File: config.mk
export PLATFORM = sky130hd
export DESIGN_NAME = lcd_init_sequencer
export DESIGN_NICKNAME = d
export VERILOG_FILES = /design/src/rtl/lcd_pkg.sv /design/src/rtl/lcd_init_rom.sv /design/src/rtl/lcd_init_sequencer.sv
export SDC_FILE = /design/constraint.sdc
export NUM_CORES = 1
export LEC_CHECK = 0
export BUFFER_PORTS_ARGS = -buffer_cell sky130_fd_sc_hd__buf_2
export CAP_MARGIN = 10
export CORE_MARGIN = 5
export CORE_UTILIZATION = 26
export CTS_BUF_LIST = sky130_fd_sc_hd__clkbuf_8 sky130_fd_sc_hd__clkbuf_16
export CTS_CLUSTER_DIAMETER = 60
export CTS_CLUSTER_SIZE = 8
export DETAILED_ROUTE_END_ITERATION = 6
export PLACE_DENSITY = 0.5
export SYNTH_ARGS = -nofsm -noshare
export SYNTH_HDL_FRONTEND = slang
export SYNTH_SLANG_ARGS = --single-unit
File: constraint.sdc
create_clock -name i_clk -period 9.8 [get_ports i_clk]
set_input_delay 2.94 -clock i_clk [delete_from_list [all_inputs] [get_ports i_clk]]
set_output_delay 2.94 -clock i_clk [all_outputs]
set_load 0.01 [all_outputs]
File: src/rtl/lcd_pkg.sv
// lcd_pkg: HD44780 init states, instruction bytes and datasheet delays shared by the init sequencer and the refresh driver
package lcd_pkg;
    typedef enum logic [2:0] {
        INIT_POWER_WAIT,
        INIT_SETUP,
        INIT_E_HIGH,
        INIT_HOLD,
        INIT_DELAY,
        INIT_DONE
    } init_state_t;
    localparam logic [7:0] CMD_FUNC_SET_8BIT = 8'h30;
    localparam logic [7:0] CMD_FSET_TWO_LINE = 8'h08;
    localparam logic [7:0] CMD_DISPLAY_OFF   = 8'h08;
    localparam logic [7:0] CMD_CLEAR         = 8'h01;
    localparam logic [7:0] CMD_ENTRY_INC     = 8'h06;
    localparam logic [7:0] CMD_DISPLAY_ON    = 8'h0C;
    localparam logic [15:0] DLY_WAKE1_US = 16'd4100;
    localparam logic [15:0] DLY_WAKE_US  = 16'd100;
    localparam logic [15:0] DLY_CMD_US   = 16'd40;
    localparam logic [15:0] DLY_CLEAR_US = 16'd1640;
    localparam logic [2:0]  LAST_STEP    = 3'd7;
    function automatic logic [7:0] func_set(input logic two_line);
        return CMD_FUNC_SET_8BIT | (two_line ? CMD_FSET_TWO_LINE : 8'h00);
    endfunction
endpackage

File: src/rtl/lcd_init_rom.sv
// lcd_init_rom: reset-by-instruction step table, step -> {instruction byte, post-write delay in us}
import lcd_pkg::*;
module lcd_init_rom #(
    parameter bit TWO_LINE = 1'b1
) (
    input  logic [2:0]  i_step,
    output logic [7:0]  o_byte,
    output logic [15:0] o_delay_us
);
    always_comb begin
        o_byte     = CMD_DISPLAY_ON;
        o_delay_us = DLY_CMD_US;
        case (i_step)
            3'd0: begin o_byte = CMD_FUNC_SET_8BIT;  o_delay_us = DLY_WAKE1_US; end
            3'd1: begin o_byte = CMD_FUNC_SET_8BIT;  o_delay_us = DLY_WAKE_US;  end
            3'd2: begin o_byte = CMD_FUNC_SET_8BIT;  o_delay_us = DLY_WAKE_US;  end
            3'd3: begin o_byte = func_set(TWO_LINE); o_delay_us = DLY_CMD_US;   end
            3'd4: begin o_byte = CMD_DISPLAY_OFF;    o_delay_us = DLY_CMD_US;   end
            3'd5: begin o_byte = CMD_CLEAR;          o_delay_us = DLY_CLEAR_US; end
            3'd6: begin o_byte = CMD_ENTRY_INC;      o_delay_us = DLY_CMD_US;   end
            default: ;
        endcase
    end
endmodule

File: src/rtl/lcd_init_sequencer.sv
// lcd_init_sequencer: timed HD44780 8-bit power-on init; owns the LCD bus until o_initilized rises
import lcd_pkg::*;
module lcd_init_sequencer #(
    parameter int CLK_HZ     = 50_000_000,
    parameter int POWERUP_US = 40_000,
    parameter int SETUP_CYC  = 2,
    parameter int E_CYC      = 13,
    parameter bit TWO_LINE   = 1'b1
) (
    input  logic       i_clk,
    input  logic       i_reset_n,
    input  logic       i_reinit,
    output logic       o_lcd_rs,
    output logic       o_lcd_rw,
    output logic       o_lcd_e,
    output logic [7:0] o_lcd_data_out,
    output logic       o_lcd_data_oe,
    output logic       o_initilized
);
    localparam logic [31:0] CYC_PER_US = 32'(CLK_HZ / 1_000_000);
    localparam logic [31:0] POWER_CYC  = 32'(POWERUP_US) * CYC_PER_US;
    init_state_t r_state, w_next;
    logic [2:0]  r_step, w_step_next;
    logic [31:0] r_cnt, r_dly_cyc, w_len;
    logic        w_last, r_e, r_oe, r_init;
    logic [7:0]  r_data, w_byte;
    logic [15:0] w_delay_us;
    lcd_init_rom #(.TWO_LINE(TWO_LINE)) u_rom (
        .i_step     (w_step_next),
        .o_byte     (w_byte),
        .o_delay_us (w_delay_us)
    );
    always_comb begin
        w_len  = r_state == INIT_POWER_WAIT ? POWER_CYC :
                 r_state == INIT_SETUP      ? 32'(SETUP_CYC) :
                 r_state == INIT_E_HIGH     ? 32'(E_CYC) :
                 r_state == INIT_DELAY      ? r_dly_cyc : 32'd1;
        w_last = r_cnt == w_len - 32'd1;
    end
    always_comb begin
        w_next      = r_state;
        w_step_next = r_step;
        case (r_state)
            INIT_POWER_WAIT: if (w_last) begin w_next = INIT_SETUP; w_step_next = 3'd0; end
            INIT_SETUP:      if (w_last) w_next = INIT_E_HIGH;
            INIT_E_HIGH:     if (w_last) w_next = INIT_HOLD;
            INIT_HOLD:       w_next = INIT_DELAY;
            INIT_DELAY: begin
                if (w_last) begin
                    w_next      = r_step == LAST_STEP ? INIT_DONE : INIT_SETUP;
                    w_step_next = r_step == LAST_STEP ? r_step : r_step + 3'd1;
                end
            end
            INIT_DONE:       if (i_reinit) begin w_next = INIT_SETUP; w_step_next = 3'd0; end
            default:         w_next = INIT_POWER_WAIT;
        endcase
    end
    // outputs are registered from the next state so they line up with r_state and E cannot glitch
    always_ff @(posedge i_clk or negedge i_reset_n) begin
        if (!i_reset_n) begin
            r_state   <= INIT_POWER_WAIT;
            r_step    <= 3'd0;
            r_cnt     <= '0;
            r_dly_cyc <= '0;
            r_e       <= 1'b0;
            r_oe      <= 1'b0;
            r_init    <= 1'b0;
            r_data    <= 8'h00;
        end else begin
            r_state <= w_next;
            r_step  <= w_step_next;
            r_cnt   <= (w_next != r_state || r_state == INIT_DONE) ? '0 : r_cnt + 32'd1;
            r_e     <= w_next == INIT_E_HIGH;
            r_oe    <= w_next inside {INIT_SETUP, INIT_E_HIGH, INIT_HOLD};
            r_init  <= w_next == INIT_DONE;
            if (w_next == INIT_SETUP && r_state != INIT_SETUP) begin
                r_data    <= w_byte;
                r_dly_cyc <= 32'(w_delay_us) * CYC_PER_US;
            end
        end
    end
    assign o_lcd_rs       = 1'b0;
    assign o_lcd_rw       = 1'b0;
    assign o_lcd_e        = r_e;
    assign o_lcd_data_out = r_data;
    assign o_lcd_data_oe  = r_oe;
    assign o_initilized   = r_init;
endmodule

==> summary.md, run 1 <==
| Metric | Value |
|---|---|
| Status | `completed` |
| Starting Density | `26.6%` |
| WS Path Type | `flop to flop` |
| H-Tree Depth | `3` |
| Setup Skew | `0.00474 ns` |
| Average wire per cell in the routed design | `15.5 µm` |
| Maximum vdd drop | `0.0801 mV` |
| Inst Count DP | `724` |
| Switch share | `20.9%` |
| Internal power | `0.449 mW` |
| Via density per instance | `5.04` |
| Worst-Margin Slew | `0.880 ns` |
| Max Freq | `155 MHz` |
| Core ar. | `16600 µm²` |
| Post-DRT Antenna Nets | `0` |
| Worst Slack Setup Final | `3.34 ns` |
| I/O pin cnt | `16` |
| Clock network power share | `54.3%` |
| Reg2reg setup slack | `3.34 ns` |
| DP Wirelength | `8290 µm` |
| CTS buffer count | `9` |
| Drt pass-1 iters | `4` |
| Share of cells above drive strength 1 | `9.81%` |
| Largest net degree at the start of global routing | `62` |
| R2r endpoint | `r_dly_cyc[11]$_DFFE_PN0P_` |
| Worst EP arrival | `6.70 ns` |
| Clock Pin Slew Worst Setup and Hold Paths | `0.05 ns` |
| Diodes inserted | `0` |
| Worst R2R Start | `r_state[0]$_DFF_PN0_` |
| Max Root-Sink Buffers | `2` |
| Worst hold path class | `flop to flop` |
| Routed WL | `11500 µm` |
| Die span in y | `141 µm` |
| Hold WS | `0.476 ns` |
| Cell leakage power | `2.18 nW` |
| Hold worst-path end | `o_lcd_data_out[2]$_DFFE_PN0P_` |
| DP Worst Slack | `3.15 ns` |
| Async SR Flop Fraction | `100%` |
| Total gr overflow | `0` |
| Seq/Total Area, Yosys | `34.5%` |
| Worst-Skew Late Latency | `0.34 ns` |
| # rows | `47` |
| Final setup fails | `0` |
| GPL Wtd Cong | `0.885` |
| Via count of the routed design | `3727` |
| Initial antenna violation count | `0` |
| Hold Vio Cnt, Final | `0` |
| Min Clock Period, post-route | `6.46 ns` |
| Final Non-Filler Cells | `740` |
| Setup Buffers After CTS | `0` |
| Synth Flop Type | `dfrtp_1` |
| Max Cap Viol | `0` |
| Area Growth Syn to Fin | `11.6%` |
| GRT Resource Usage Total | `12.0%` |
| Number of global-route vias before repair | `3533` |
| CTS tree | `done` |
| Required @ worst endpoint | `10.04 ns` |
| Syn Inst Count | `519` |
| Worst Reg-to-Reg Cells | `19` |
| CP Capture Type | `flop` |
| Final core occ | `29.7%` |
| #FFs+latches synth | `61` |
| Die W | `141 µm` |
| RSZ-0062 raised after global routing | `no` |
| Hold_buf cts | `0` |
| Fin nets | `530` |
| HP Start | `o_lcd_data_out[2]$_DFFE_PN0P_` |
| First-iteration detailed-routing DRC count | `202` |
| First-pass GRT wire length | `19000 µm` |
| Crit share post-route | `65.9%` |
| Final Slew Violations | `0` |
| CP startpoint kind | `flop` |
| Buffers on Ports | `11` |
| Die area | `19700 µm²` |
| Resized Gates After CTS | `0` |
| Synth Warn # | `0` |
| Sequential share of power | `44.5%` |
| CTS sink count | `61` |
| Root buffer cell | `clkbuf_16` |
| Hold depth | `2` |
| Slew HR | `41.4%` |
| Net Switching | `0.118 mW` |
| EDFF count, synth | `0` |
| Residual DRC | `0` |
| Synth unique cells | `77` |
| Pwr Density | `115 nW/µm²` |
| Crit-path max FO | `30` |
| Post-Syn Area per Cell | `8.53 µm²` |
| Post-Syn Area | `4430 µm²` |
| Setup_tns | `0 ns` |
| Combinational fraction of design power | `1.2%` |
[cells by family (layout without fill, tap and decap cells)]
group | Yosys count | count (layout) | share of synthesized area [%]
mux | 11 | 11 | 2.66
buf+inv | 51 | 48 | 5.11
simple gates | 225 | 225 | 26.6
compound gates | 105 | 105 | 16.7
fa+ha+maj | 12 | 12 | 3.56
flops | 61 | 61 | 34.5
xor+xnor | 53 | 53 | 10.8
other cells | 1 | 5 | 0.0847
[worst max-delay path by stage]
stage                                     from                         to  slack, ns  cells past startpoint
after floorplan                       i_reinit  r_dly_cyc[12]$_DFFE_PN0P_       3.85                     15
after global placement                i_reinit  r_dly_cyc[12]$_DFFE_PN0P_       3.30                     16
after detailed placement              i_reinit  r_dly_cyc[11]$_DFFE_PN0P_       3.15                     15
after CTS                 r_state[0]$_DFF_PN0_  r_dly_cyc[11]$_DFFE_PN0P_       3.45                     19
after global routing      r_state[0]$_DFF_PN0_  r_dly_cyc[12]$_DFFE_PN0P_       2.92                     20
final                     r_state[0]$_DFF_PN0_  r_dly_cyc[11]$_DFFE_PN0P_       3.34                     19
[routing by layer]
| layer | GRT usage [%] | routed length, µm | up-vias |
|---|---|---|---|
| met2 | 18.3 | 5340 | 108 |
| met4 | 5.97 | 238 | 0 |
| met5 | 0 | 0 | - |
| met3 | 2.22 | 573 | 12 |
| li1 | - | - | 1836 |
| met1 | 16.3 | 5310 | 1771 |
[cell usage after synthesis (6+ instances only)]
library cell  count  area share (%)
nor4_1            7            0.99
o21ai_0          19             2.1
a31oi_1           6            0.85
nor2_1           61             5.2
ha_1             11             3.1
inv_1            13             1.1
clkbuf_1         28             2.4
a21oi_1          19             2.1
nand2b_1          6            0.85
nor2b_1           6            0.85
xor2_1           23             4.5
nand3_1          16             1.8
and2_1            7            0.99
nand4_1          13             1.8
nor3_1            7            0.79
and3_1           13             1.8
dfrtp_1          61              34
a21o_1            8             1.4
xnor2_1          29             5.7
nand2_1          54             4.6
a211oi_1          6             1.0
[sequential cells by signal, indices dropped and copies added (netlist names)]
name / flops
r_dly_cyc: 15
r_step: 3
r_state: 3
o_lcd_data_out: 5
r_cnt: 32
o_lcd_e: 1
o_initilized: 1
o_lcd_data_oe: 1
[metrics by stage]
stage	cell area [µm²]	total power [mW]
after floorplan	4440	0.259
after global placement	4650	0.264
after detailed placement	4650	0.264
after CTS	4940	0.576
after global routing	4940	0.589
final	4940	0.567
[placed cells by master, fill, tap and decap left out, types with 3 or more instances in the layout]
master and n:
nand4b_1 3, ha_1 11, nor2_1 61, nand3_1 16
nand3b_1 4, clkbuf_8 4, and3_1 13, mux2i_1 5
clkbuf_16 9, xnor2_1 29, o21ai_0 19, nand2b_1 6
inv_1 16, o211ai_1 4, dfrtp_1 61, nand4_1 13
mux2_2 5, nor3_1 7, a21oi_1 19, a31oi_1 6
o31ai_1 5, xor2_1 23, or2_2 4, nand2_1 54
o2111ai_1 3, or3_1 4, conb_1 5, nor4_1 7
a211oi_1 6, buf_2 11, a21o_1 8, and4_1 5
buf_4 6, nor2b_1 6, and2_1 7, o21a_1 4
[critical path: stages, from the launching register on]
cell	delay, ns
dfrtp_1	0.70
a21oi_1	0.28
ha_1	0.29
nand2_1	0.15
o32a_1	0.46
nor4_1	0.38
xnor2_1	0.10
o311ai_1	0.60
a211oi_1	0.23
a21oi_2	0.69
mux2i_1	0.45
inv_2	0.21
nor2_1	0.07
a21o_1	0.21
ha_1	0.29
ha_1	0.23
fa_1	0.39
a21o_1	0.21
and2_1	0.16
a221oi_1	0.23
[power groups by stage]
| stage | clock network [mW] | logic (mW) | registers (mW) |
|---|---|---|---|
| after floorplan | 0 | 0.00214 | 0.257 |
| after global placement | 0 | 0.00705 | 0.256 |
| after detailed placement | 0 | 0.00717 | 0.256 |
| after CTS | 0.317 | 0.00719 | 0.252 |
| after global routing | 0.329 | 0.00825 | 0.252 |
| final | 0.308 | 0.00670 | 0.252 |
[final cells by class]
class,instances,area [µm²]
well taps,220,275
inverters,15,56.3
clock inverters,3,11.3
flip-flops and latches,61,1530
fillers,1764,11700
multi-input cells,411,2690
repair buffers,17,100
clock buffers,13,280
Note: power is estimated with default switching activity, not from simulation.
==> run 2: changes to the inputs <==
ABC_AREA = 1   (was unset)
PLACE_DENSITY = 0.51   (was 0.5)
clock period = 5.4 ns   (was 9.8 ns; I/O delays follow)
==> run 2 against run 1 <==
Cell area grew 5.5%. Non-clock buffer count is 1 lower. Wire length grew 7.3%. Clock skew increased by 0.0045 ns. Worst setup slack worse by 2.7 ns. Critical endpoint unchanged. Power rose by 88%. Register-to-register slack got worse by 2.7 ns. Combinational power rose to 4.6 times the previous value.
==> summary.md, run 2 <==
| Metric | Value |
|---|---|
| Setup_tns | `0 ns (unchanged)` |
| Via density per instance | `4.64 (was 5.04)` |
| RSZ-0062 raised after global routing | `no (unchanged)` |
| First-pass GRT wire length | `20700 µm (was 19000 µm)` |
| Seq/Total Area, Yosys | `32.9% (was 34.5%)` |
| Synth Flop Type | `dfrtp_1 (unchanged)` |
| EDFF count, synth | `0 (unchanged)` |
| CP startpoint kind | `flop (unchanged)` |
| CTS sink count | `61 (unchanged)` |
| Cell Area, Placed | `4920 µm² (was 4650 µm²)` |
| DP Wirelength | `9570 µm (was 8290 µm)` |
| DP Worst Slack | `0.611 ns (was 3.15 ns)` |
| Setup Buffers After CTS | `0 (unchanged)` |
| Max Cap Viol | `0 (unchanged)` |
| Total gr overflow | `0 (unchanged)` |
| Hold Vio Cnt, Final | `0 (unchanged)` |
| Cell leakage power | `2.68 nW (was 2.18 nW)` |
| Die area | `20600 µm² (was 19700 µm²)` |
| Async SR Flop Fraction | `100% (unchanged)` |
| Worst EP arrival | `5.02 ns (was 6.70 ns)` |
| Die span in y | `144 µm (was 141 µm)` |
| Hold WS | `0.481 ns (was 0.476 ns)` |
| Diodes inserted | `0 (unchanged)` |
| Combinational fraction of design power | `2.9% (was 1.2%)` |
| WS Path Type | `flop to flop (unchanged)` |
| # rows | `48 (was 47)` |
| Switch share | `22.0% (was 20.9%)` |
| Final Slew Violations | `0 (unchanged)` |
| Largest register by flop count | `r_cnt (unchanged)` |
| Via count of the routed design | `4283 (was 3727)` |
| Clock Pin Slew Worst Setup and Hold Paths | `0.06 ns (was 0.05 ns)` |
| Crit-path max cell delay | `0.51 ns (was 0.70 ns)` |
| Worst hold path class | `flop to flop (unchanged)` |
| Residual DRC | `0 (unchanged)` |
| Post-Syn Area | `4640 µm² (was 4430 µm²)` |
| Hold_buf cts | `0 (unchanged)` |
| Die W | `144 µm (was 141 µm)` |
| CP delay by family, top | `simple AND/OR/NAND/NOR gates (was compound AO/OA/AOI/OAI gates)` |
| Resized Gates After CTS | `0 (unchanged)` |
| Synth Warn # | `0 (unchanged)` |
| GPL Wtd Cong | `0.887 (was 0.885)` |
| Max reg flops | `32 (unchanged)` |
| Synth unique cells | `45 (was 77)` |
| Post-synth top area cell | `dfrtp_1 (unchanged)` |
| H-Tree Depth | `3 (unchanged)` |
| CTS buffer count | `9 (unchanged)` |
| Most frequent cell after synthesis | `nand2_1` |
| GRT Resource Usage Total | `12.8% (was 12.0%)` |
| Required @ worst endpoint | `5.63 ns (was 10.04 ns)` |
| Status | `completed (unchanged)` |
| Final setup fails | `0 (unchanged)` |
| Most frequent cells in the layout | `189 x nand2_1, 88 x inv_1, 81 x nor2_1, 62 x nand3_1, 61 x dfrtp_1 (was 61 x nor2_1, 61 x dfrtp_1, 54 x nand2_1, 29 x xnor2_1, 23 x xor2_1)` |
| Critical Path Slowest Stage Cell | `dfrtp_1 (unchanged)` |
| Worst Slack Setup Final | `0.607 ns (was 3.34 ns)` |
| Number of global-route vias before repair | `4132 (was 3533)` |
| Top cell type's share of synthesized area | `32.9% (was 34.5%)` |
| Syn Inst Count | `677 (was 519)` |
| Crit path top cell by count | `nand3_1 (was ha_1)` |
| Worst path cell trace | `a21oi_1 > ha_1 > nand3_1 > nor2_2 > nand3_1 > o21ai_1 > nand2_1 > nand2_1 > nand3_1 > nor2_2 > nand3_1 > nand2_1 > inv_2 > a21oi_4 > o21ai_0 > ha_1 > inv_1 > ha_1 > ha_1 > fa_1 > nand3_1 > nand3b_1 > nand3_1 > nand2_1 (was a21oi_1 > ha_1 > nand2_1 > o32a_1 > nor4_1 > xnor2_1 > o311ai_1 > a211oi_1 > a21oi_2 > mux2i_1 > inv_2 > nor2_1 > a21o_1 > ha_1 > ha_1 > fa_1 > a21o_1 > and2_1 > a221oi_1)` |
| Commonest non-fill, non-tap cell in the layout | `nand2_1` |
| Post-DRT Antenna Nets | `0 (unchanged)` |
| Post-Syn Area per Cell | `6.85 µm² (was 8.53 µm²)` |
| CTS tree | `done (unchanged)` |
| Largest net degree at the start of global routing | `34 (was 62)` |
| Slew HR | `45.0% (was 41.4%)` |
| Average wire per cell in the routed design | `13.3 µm (was 15.5 µm)` |
| Min Clock Period, post-route | `4.79 ns (was 6.46 ns)` |
| Core ar. | `17400 µm² (was 16600 µm²)` |
| Max Freq | `209 MHz (was 155 MHz)` |
| Share of cells above drive strength 1 | `11.5% (was 9.81%)` |
| Area Growth Syn to Fin | `12.3% (was 11.6%)` |
| Root buffer cell | `clkbuf_16 (unchanged)` |
| Top cells by area, synth | `dfrtp_1 33%, nand2_1 15%, inv_1 7.0% (was dfrtp_1 34%, xnor2_1 5.7%, nor2_1 5.2%)` |
| Sequential share of power | `43.0% (was 44.5%)` |
| Internal power | `0.831 mW (was 0.449 mW)` |
| Pwr Density | `204 nW/µm² (was 115 nW/µm²)` |
| Finished Cell Area | `5210 µm² (was 4940 µm²)` |
| Post-synth top cells | `189 x nand2_1, 86 x inv_1, 81 x nor2_1 (was 61 x dfrtp_1, 61 x nor2_1, 54 x nand2_1)` |
| Crit share post-route | `88.8% (was 65.9%)` |
| Starting Density | `26.6% (about the same)` |
| CP Capture Type | `flop (unchanged)` |
| Initial antenna violation count | `0 (unchanged)` |
| First-iteration detailed-routing DRC count | `321 (was 202)` |
| Number of buffers and inverters on the critical path | `2 (was 1)` |
| Worst-Skew Late Latency | `0.34 ns (about the same)` |
| Routed WL | `12300 µm (was 11500 µm)` |
| I/O pin cnt | `16 (unchanged)` |
| Maximum vdd drop | `0.160 mV (was 0.0801 mV)` |
| Worst-Margin Slew | `0.817 ns (was 0.880 ns)` |
| Net Switching | `0.234 mW (was 0.118 mW)` |
| Crit-path max FO | `9 (was 30)` |
| Fin nets | `708 (was 530)` |
| #FFs+latches synth | `61 (unchanged)` |
| Drt pass-1 iters | `5 (was 4)` |
| Clock network power share | `54.1% (was 54.3%)` |
| Buffers on Ports | `11 (unchanged)` |
| Setup Skew | `0.00924 ns (was 0.00474 ns)` |
| Max Root-Sink Buffers | `2 (unchanged)` |
[run 2: changes by cell type after synthesis, moves of 20 or more]
cell and change:
xnor2_1 -26, clkbuf_1 -25, nor2_1 +20, inv_1 +73, nand2_1 +135, nand3_1 +46
[run 2: final cells by class]
cell class	count	area, µm²
clock inverter	6	55.1
multi-input combinational	511	2660
tap	225	282
timing repair buffer	16	92.6
sequential	61	1530
inverter	94	358
clock buffer	10	239
fill	1884	12200
[run 2: power groups by stage]
stage / registers (mW) / logic (mW) / clock network (mW)
finish: 0.458 / 0.0305 / 0.576
global route: 0.458 / 0.0364 / 0.611
CTS: 0.458 / 0.0315 / 0.596
detailed placement: 0.466 / 0.0315 / 0
global placement: 0.466 / 0.0316 / 0
floorplan: 0.466 / 0.0180 / 0
[run 2: metal layers]
metal / global-route usage (%) / part of all wire, % / vias to the layer above
li1: - / - / 2204
met5: 0 / 0 / -
met3: 2.50 / 4.5 / 25
met1: 17.2 / 48 / 1971
met2: 19.7 / 44 / 83
met4: 6.10 / 2.9 / 0
[run 2: through the flow]
step / instances / utilization, % / power, mW
2_1_floorplan: 681 / - / 0.484
5_1_grt: 923 / 29.9 / 1.11
6_report: 923 / 29.9 / 1.07
3_3_place_gp: 907 / 28.2 / 0.498
4_1_cts: 923 / 29.9 / 1.09
3_5_place_dp: 907 / 28.2 / 0.498
[run 2: kinds of logic (layout without fill, tap and decap cells)]
kind of cell	count (synthesis)	after routing	synth area share, %
multiplexers	1	1	0.216
flip-flops	61	61	32.9
buffers and inverters	109	126	10.1
AO/OA/AOI/OAI	60	60	7.93
adder cells (fa/ha/maj)	12	12	3.40
other	1	5	0.0808
XOR/XNOR	20	20	3.77
AND/OR/NAND/NOR	413	413	41.6
[run 2: worst paths after layout]
path | startpoint | endpoint | slack [ns] | cells after the start
max reg2reg | r_state[1]$_DFF_PN0_ | r_dly_cyc[11]$_DFFE_PN0P_ | 0.61 | 24
max in group asynchronous | i_reset_n | r_dly_cyc[12]$_DFFE_PN0P_ | 3.14 | 2
min reg2reg | o_lcd_data_out[0]$_DFFE_PN0P_ | o_lcd_data_out[0]$_DFFE_PN0P_ | 0.48 | 2
min | o_lcd_data_out[0]$_DFFE_PN0P_ | o_lcd_data_out[0]$_DFFE_PN0P_ | 0.48 | 2
min in group asynchronous | i_reset_n | r_cnt[28]$_DFF_PN0_ | 1.34 | 1
max | r_state[1]$_DFF_PN0_ | r_dly_cyc[11]$_DFFE_PN0P_ | 0.61 | 24
[run 2: tightest hold or removal path: stages (launching register included)]
cell and delay [ns]:
dfrtp_1 0.34, nand2_1 0.05, nand2_1 0.06
